===== src/rtl/lsu_ctrl.sv =====
// Load/store controller: one outstanding access, byte-lane steering, load extension, ack timeout.
// Optional macro LSU_MISALIGN_TRAP_EN: misaligned halfword/word accesses respond with an error, no memory strobe.
module lsu_ctrl #(
  parameter int MAX_WAIT = 255
) (
  input  logic        clk,
  input  logic        rst,
  input  logic        req_valid,
  output logic        req_ready,
  input  logic        req_we,
  input  logic [2:0]  req_funct3,
  input  logic [31:0] req_addr,
  input  logic [31:0] req_wdata,
  output logic        mem_en,
  output logic [3:0]  mem_we,
  output logic [31:0] mem_addr,
  output logic [31:0] mem_wdata,
  input  logic        mem_ack,
  input  logic [31:0] mem_rdata,
  output logic        resp_valid,
  input  logic        resp_ready,
  output logic [31:0] resp_data,
  output logic        resp_err
);

  typedef enum logic [1:0] {IDLE, ISSUE, WAIT, RESP} state_t;

  localparam logic [7:0] LAST_CNT = 8'(MAX_WAIT - 1);

  state_t      state_reg, state_next;
  logic        we_reg;
  logic [2:0]  funct3_reg;
  logic [31:0] addr_reg;
  logic [31:0] wdata_reg;
  logic [7:0]  cnt_reg;
  logic [31:0] data_reg;
  logic        err_reg;

  logic [1:0]  off;
  logic [7:0]  lane_byte;
  logic [15:0] lane_half;
  logic [31:0] load_data;
  logic [3:0]  store_we;
  logic [31:0] store_data;
  logic        timeout;
  logic        trap_hit;

`ifdef LSU_MISALIGN_TRAP_EN
  always_comb begin
    trap_hit = 1'b0;
    case (req_funct3)
      3'b001, 3'b101: trap_hit = req_addr[0];
      3'b010:         trap_hit = |req_addr[1:0];
      default:        trap_hit = 1'b0;
    endcase
  end
`else
  assign trap_hit = 1'b0;
`endif

  assign off       = addr_reg[1:0];
  assign lane_byte = mem_rdata[{off, 3'b000} +: 8];
  assign lane_half = addr_reg[1] ? mem_rdata[31:16] : mem_rdata[15:0];
  assign timeout   = (cnt_reg == LAST_CNT);

  always_comb begin
    load_data = mem_rdata;
    case (funct3_reg)
      3'b000:  load_data = {{24{lane_byte[7]}}, lane_byte};
      3'b001:  load_data = {{16{lane_half[15]}}, lane_half};
      3'b100:  load_data = {24'd0, lane_byte};
      3'b101:  load_data = {16'd0, lane_half};
      default: load_data = mem_rdata;
    endcase
  end

  // Store data is replicated across lanes so the enables alone select the target bytes.
  always_comb begin
    store_we   = 4'b0000;
    store_data = wdata_reg;
    case (funct3_reg)
      3'b000: begin
        store_we   = 4'b0001 << off;
        store_data = {4{wdata_reg[7:0]}};
      end
      3'b001: begin
        store_we   = addr_reg[1] ? 4'b1100 : 4'b0011;
        store_data = {2{wdata_reg[15:0]}};
      end
      3'b010: store_we = 4'b1111;
      default: store_we = 4'b0000;
    endcase
  end

  always_comb begin
    state_next = state_reg;
    case (state_reg)
      IDLE:    if (req_valid) state_next = trap_hit ? RESP : ISSUE;
      ISSUE:   state_next = WAIT;
      WAIT:    if (mem_ack || timeout) state_next = RESP;
      RESP:    if (resp_ready) state_next = IDLE;
      default: state_next = IDLE;
    endcase
  end

  always_ff @(posedge clk or posedge rst) begin
    if (rst) begin
      state_reg  <= IDLE;
      we_reg     <= 1'b0;
      funct3_reg <= 3'b000;
      addr_reg   <= '0;
      wdata_reg  <= '0;
      cnt_reg    <= '0;
      data_reg   <= '0;
      err_reg    <= 1'b0;
    end else begin
      state_reg <= state_next;
      case (state_reg)
        IDLE: if (req_valid) begin
          we_reg     <= req_we;
          funct3_reg <= req_funct3;
          addr_reg   <= req_addr;
          wdata_reg  <= req_wdata;
          data_reg   <= '0;
          err_reg    <= trap_hit;
        end
        ISSUE: cnt_reg <= '0;
        WAIT: begin
          // An ack on the final counted cycle still wins over the timeout.
          if (mem_ack) begin
            data_reg <= we_reg ? 32'd0 : load_data;
            err_reg  <= 1'b0;
          end else if (timeout) begin
            data_reg <= '0;
            err_reg  <= 1'b1;
          end else begin
            cnt_reg <= cnt_reg + 8'd1;
          end
        end
        default: ;
      endcase
    end
  end

  assign req_ready  = (state_reg == IDLE);
  assign mem_en     = (state_reg == ISSUE);
  assign mem_we     = (mem_en && we_reg) ? store_we : 4'b0000;
  assign mem_addr   = {addr_reg[31:2], 2'b00};
  assign mem_wdata  = store_data;
  assign resp_valid = (state_reg == RESP);
  assign resp_data  = data_reg;
  assign resp_err   = err_reg;

endmodule

===== config.mk =====
export PLATFORM = sky130hd
export DESIGN_NAME = lsu_ctrl
export DESIGN_NICKNAME = d
export VERILOG_FILES = /design/src/rtl/lsu_ctrl.sv
export SDC_FILE = /design/constraint.sdc
export NUM_CORES = 1
export LEC_CHECK = 0
export CORE_MARGIN = 3
export CORE_UTILIZATION = 48
export DETAILED_ROUTE_END_ITERATION = 16
export GPL_ROUTABILITY_DRIVEN = 0
export PLACE_DENSITY_LB_ADDON = 0.1
export SETUP_SLACK_MARGIN = 0.02
export SYNTH_ARGS = -nofsm -noshare
export SYNTH_HDL_FRONTEND = slang
export SYNTH_SLANG_ARGS = --single-unit

===== constraint.sdc =====
create_clock -name clk -period 6.65 [get_ports clk]
set_input_delay 1.33 -clock clk [delete_from_list [all_inputs] [get_ports clk]]
set_output_delay 1.33 -clock clk [all_outputs]
set_load 0.05 [all_outputs]

==> results.json <==
{
  "num_antenna_cells": 0,
  "post-dp-hpwl_mm": 10.53,
  "post-place-cells": 749,
  "synthMuxAreaShare_pct": 21.08,
  "die-area_mm2": 0.01291,
  "cts_setup_buffers": 0,
  "drt-initial-drc-count": 275,
  "path_max_fanout": 28,
  "synth.avg_cell_area_um2": 11.96,
  "busiest_layer": "met2",
  "slowest_delay_ns": 0.80,
  "drc": 0,
  "ys.flop_type": "dfrtp_1",
  "drtPass1Iterations": 4,
  "path_class": "flop to output port",
  "fp.coreArea_mm2": 0.01108,
  "grtUsageMet1_pct": 28.40,
  "synth_top_family_by_area": "multiplexers",
  "use_met2_pct": 37.57,
  "synth-seq-cells": 111,
  "route.vias.total": 4187,
  "finClkSkew_ns": 0.008505,
  "fin_setup_tns_ns": 0,
  "rsz0062_at_grt": "false",
  "fp.dieW_um": 113.6,
  "stdcell_count": 765,
  "routed_wirelength_mm": 14.41,
  "met3_usage_pct": 6.950,
  "netlist_area_mm2": 0.005562,
  "yosysSeqAreaShare_pct": 49.94,
  "path_cells": "nor3_2 > mux2_2 > clkdlybuf4s50_1",
  "cts_sinks": 111,
  "antenna_found_initial": 0,
  "final_net_count": 731,
  "hold_viol_final": 0,
  "numCtsBuffers": 9,
  "cts_tree": "done",
  "clock_latency_ns": 0.35,
  "netlist_instances": 465,
  "maxCapViolCount": 0,
  "post_synth_xor_area_fraction_pct": 0.1575,
  "crit_required_ns": 5.32,
  "critPathTopFamily": "simple AND/OR/NAND/NOR gates",
  "synthAdderAreaFrac_pct": 1.350,
  "synth_edf_count": 0,
  "ioPinCount": 209,
  "cts_max_level": 3,
  "arrival_ns": 3.04,
  "start_util_pct": 50.20,
  "ys_async_sr_fraction_pct": 100.0,
  "cts-resized-gates": 0,
  "worst_pin_slew_ns": 1.061,
  "drv_slew": 0,
  "area_delta_synth_final_pct": 39.17,
  "clk_path_buf_depth": 2,
  "cts_hold_buf": 0,
  "cp-start-kind": "flop",
  "setup_violations": 0,
  "fin_crit_sh_pct": 65.77,
  "endpoint_kind": "output port",
  "grt_use_total_pct": 22.68,
  "clk_pin_slew_worst_paths_ns": 0.07,
  "first_global_vias": 4453,
  "final_layout_size_suffix_gt1_share_pct": 19.84,
  "hold_path_class": "flop to flop",
  "synth_compound_area_share_pct": 11.50,
  "fillers": 886,
  "critical_path_buf_inv_count": 1,
  "yosys.cell_types.count": 49,
  "run_status": "finished clean",
  "yosys_warnings": 0,
  "hold-worst-slack_ns": 0.4972,
  "min_period_ns": 4.374,
  "wl_per_cell_um": 18.83,
  "final_util_pct": 69.87,
  "slew_headroom_pct": 29.21,
  "cts-root-buf": "clkbuf_16",
  "grt_max_degree": 69,
  "avgViaCountPerCell": 5.473,
  "row_count": 38,
  "grt_overflow": 0,
  "synth-simple-area-share_pct": 7.492,
  "ant_nets": 0,
  "fmax_mhz": 228.6,
  "dieHeight_um": 113.6,
  "slowest_stage": "nor3_2",
  "port-buffer-count": 206,
  "grt_first_pass_wirelength_mm": 23.16
}
[metrics by stage]
stage                     instance area (µm²)  worst slack, ns
after global routing                     7740            2.123
after global placement                   7402            2.679
after floorplan                          5565            2.389
after detailed placement                 7402            2.613
final                                    7740            2.276
after CTS                                7740            2.220
[synth_stat cells (2+ instances only)]
| cell type | count | area [µm²] |
|---|---|---|
| o2bb2ai_1 | 8 | 70.07 |
| or3_1 | 5 | 31.28 |
| buf_2 | 11 | 55.05 |
| clkbuf_1 | 7 | 26.28 |
| dfrtp_1 | 111 | 2778 |
| ha_1 | 6 | 75.07 |
| buf_4 | 41 | 307.8 |
| a21boi_0 | 8 | 60.06 |
| nor2_1 | 29 | 108.9 |
| o21ai_0 | 17 | 85.08 |
| nor3_1 | 4 | 20.02 |
| mux2_2 | 91 | 1025 |
| nor2b_1 | 4 | 25.02 |
| nand2_1 | 11 | 41.29 |
| buf_6 | 2 | 22.52 |
| inv_1 | 10 | 37.54 |
| o21ai_2 | 2 | 17.52 |
| mux2i_1 | 11 | 110.1 |
| a221o_1 | 22 | 220.2 |
| o211ai_1 | 2 | 15.01 |
| buf_1 | 5 | 18.77 |
| nor4_1 | 8 | 50.05 |
| a21oi_1 | 16 | 80.08 |
| nand2b_1 | 7 | 43.79 |
| nand3_1 | 3 | 15.01 |
[final timing paths]
check,startpoint,to,slack [ns],cells past startpoint
worst max-delay path,funct3_reg[0],mem_wdata[11],2.28,3
worst min-delay path,resp_data[9],resp_data[9],0.50,1
worst max register to register,funct3_reg[0],resp_data[26],4.29,4
worst min register to register,resp_data[9],resp_data[9],0.50,1
max in group asynchronous,rst,wdata_reg[7],4.05,3
min in group asynchronous,rst,addr_reg[12],1.47,2
[cell families (layout without fill, tap and decap cells)]
kind of cell	Yosys count	count (layout)
DFF	111	111
muxes	104	104
AOI/OAI and AO/OA	85	85
and+or+nand+nor	81	81
buffers and inverters	76	235
adders and majority gates	6	6
other	1	2
xor gates and xnor gates	1	1
[metal layers]
| metal | share of wire, % | up-vias |
|---|---|---|
| met5 | 0 | - |
| met4 | 1.4 | 0 |
| met3 | 8.9 | 13 |
| met2 | 49 | 154 |
| met1 | 41 | 2068 |
| li1 | - | 1952 |
[placed cells by master (no fill, tap or decap), drive strengths merged, types with 2 or more instances in the layout]
cell type	count
a21boi	8
a21oi	17
a221o	22
buf	3
bufinv	2
clkbuf	11
clkdlybuf4s50	206
conb	2
dfrtp	111
ha	6
inv	12
mux2	92
mux2i	11
nand2	12
nand2b	7
nand3	3
nand4	2
nor2	31
nor2b	4
nor3	5
nor4	8
o211ai	2
o21ai	20
o2bb2ai	8
or3	5
[area by class of cell]
type | instances | area (µm²) | share of cell area [%]
repair buffers | 209 | 2085 | 26.93
flip-flops and latches | 111 | 2778 | 35.89
inverters | 10 | 40.04 | 0.5173
clock buffers | 11 | 252.7 | 3.265
multi-input cells | 279 | 2325 | 30.04
well taps | 140 | 175.2 | 2.263
clock inverters | 5 | 85.08 | 1.099
Power is not shown: default switching activity piles up to over one toggle a cycle in this logic, so the estimate is an artifact.
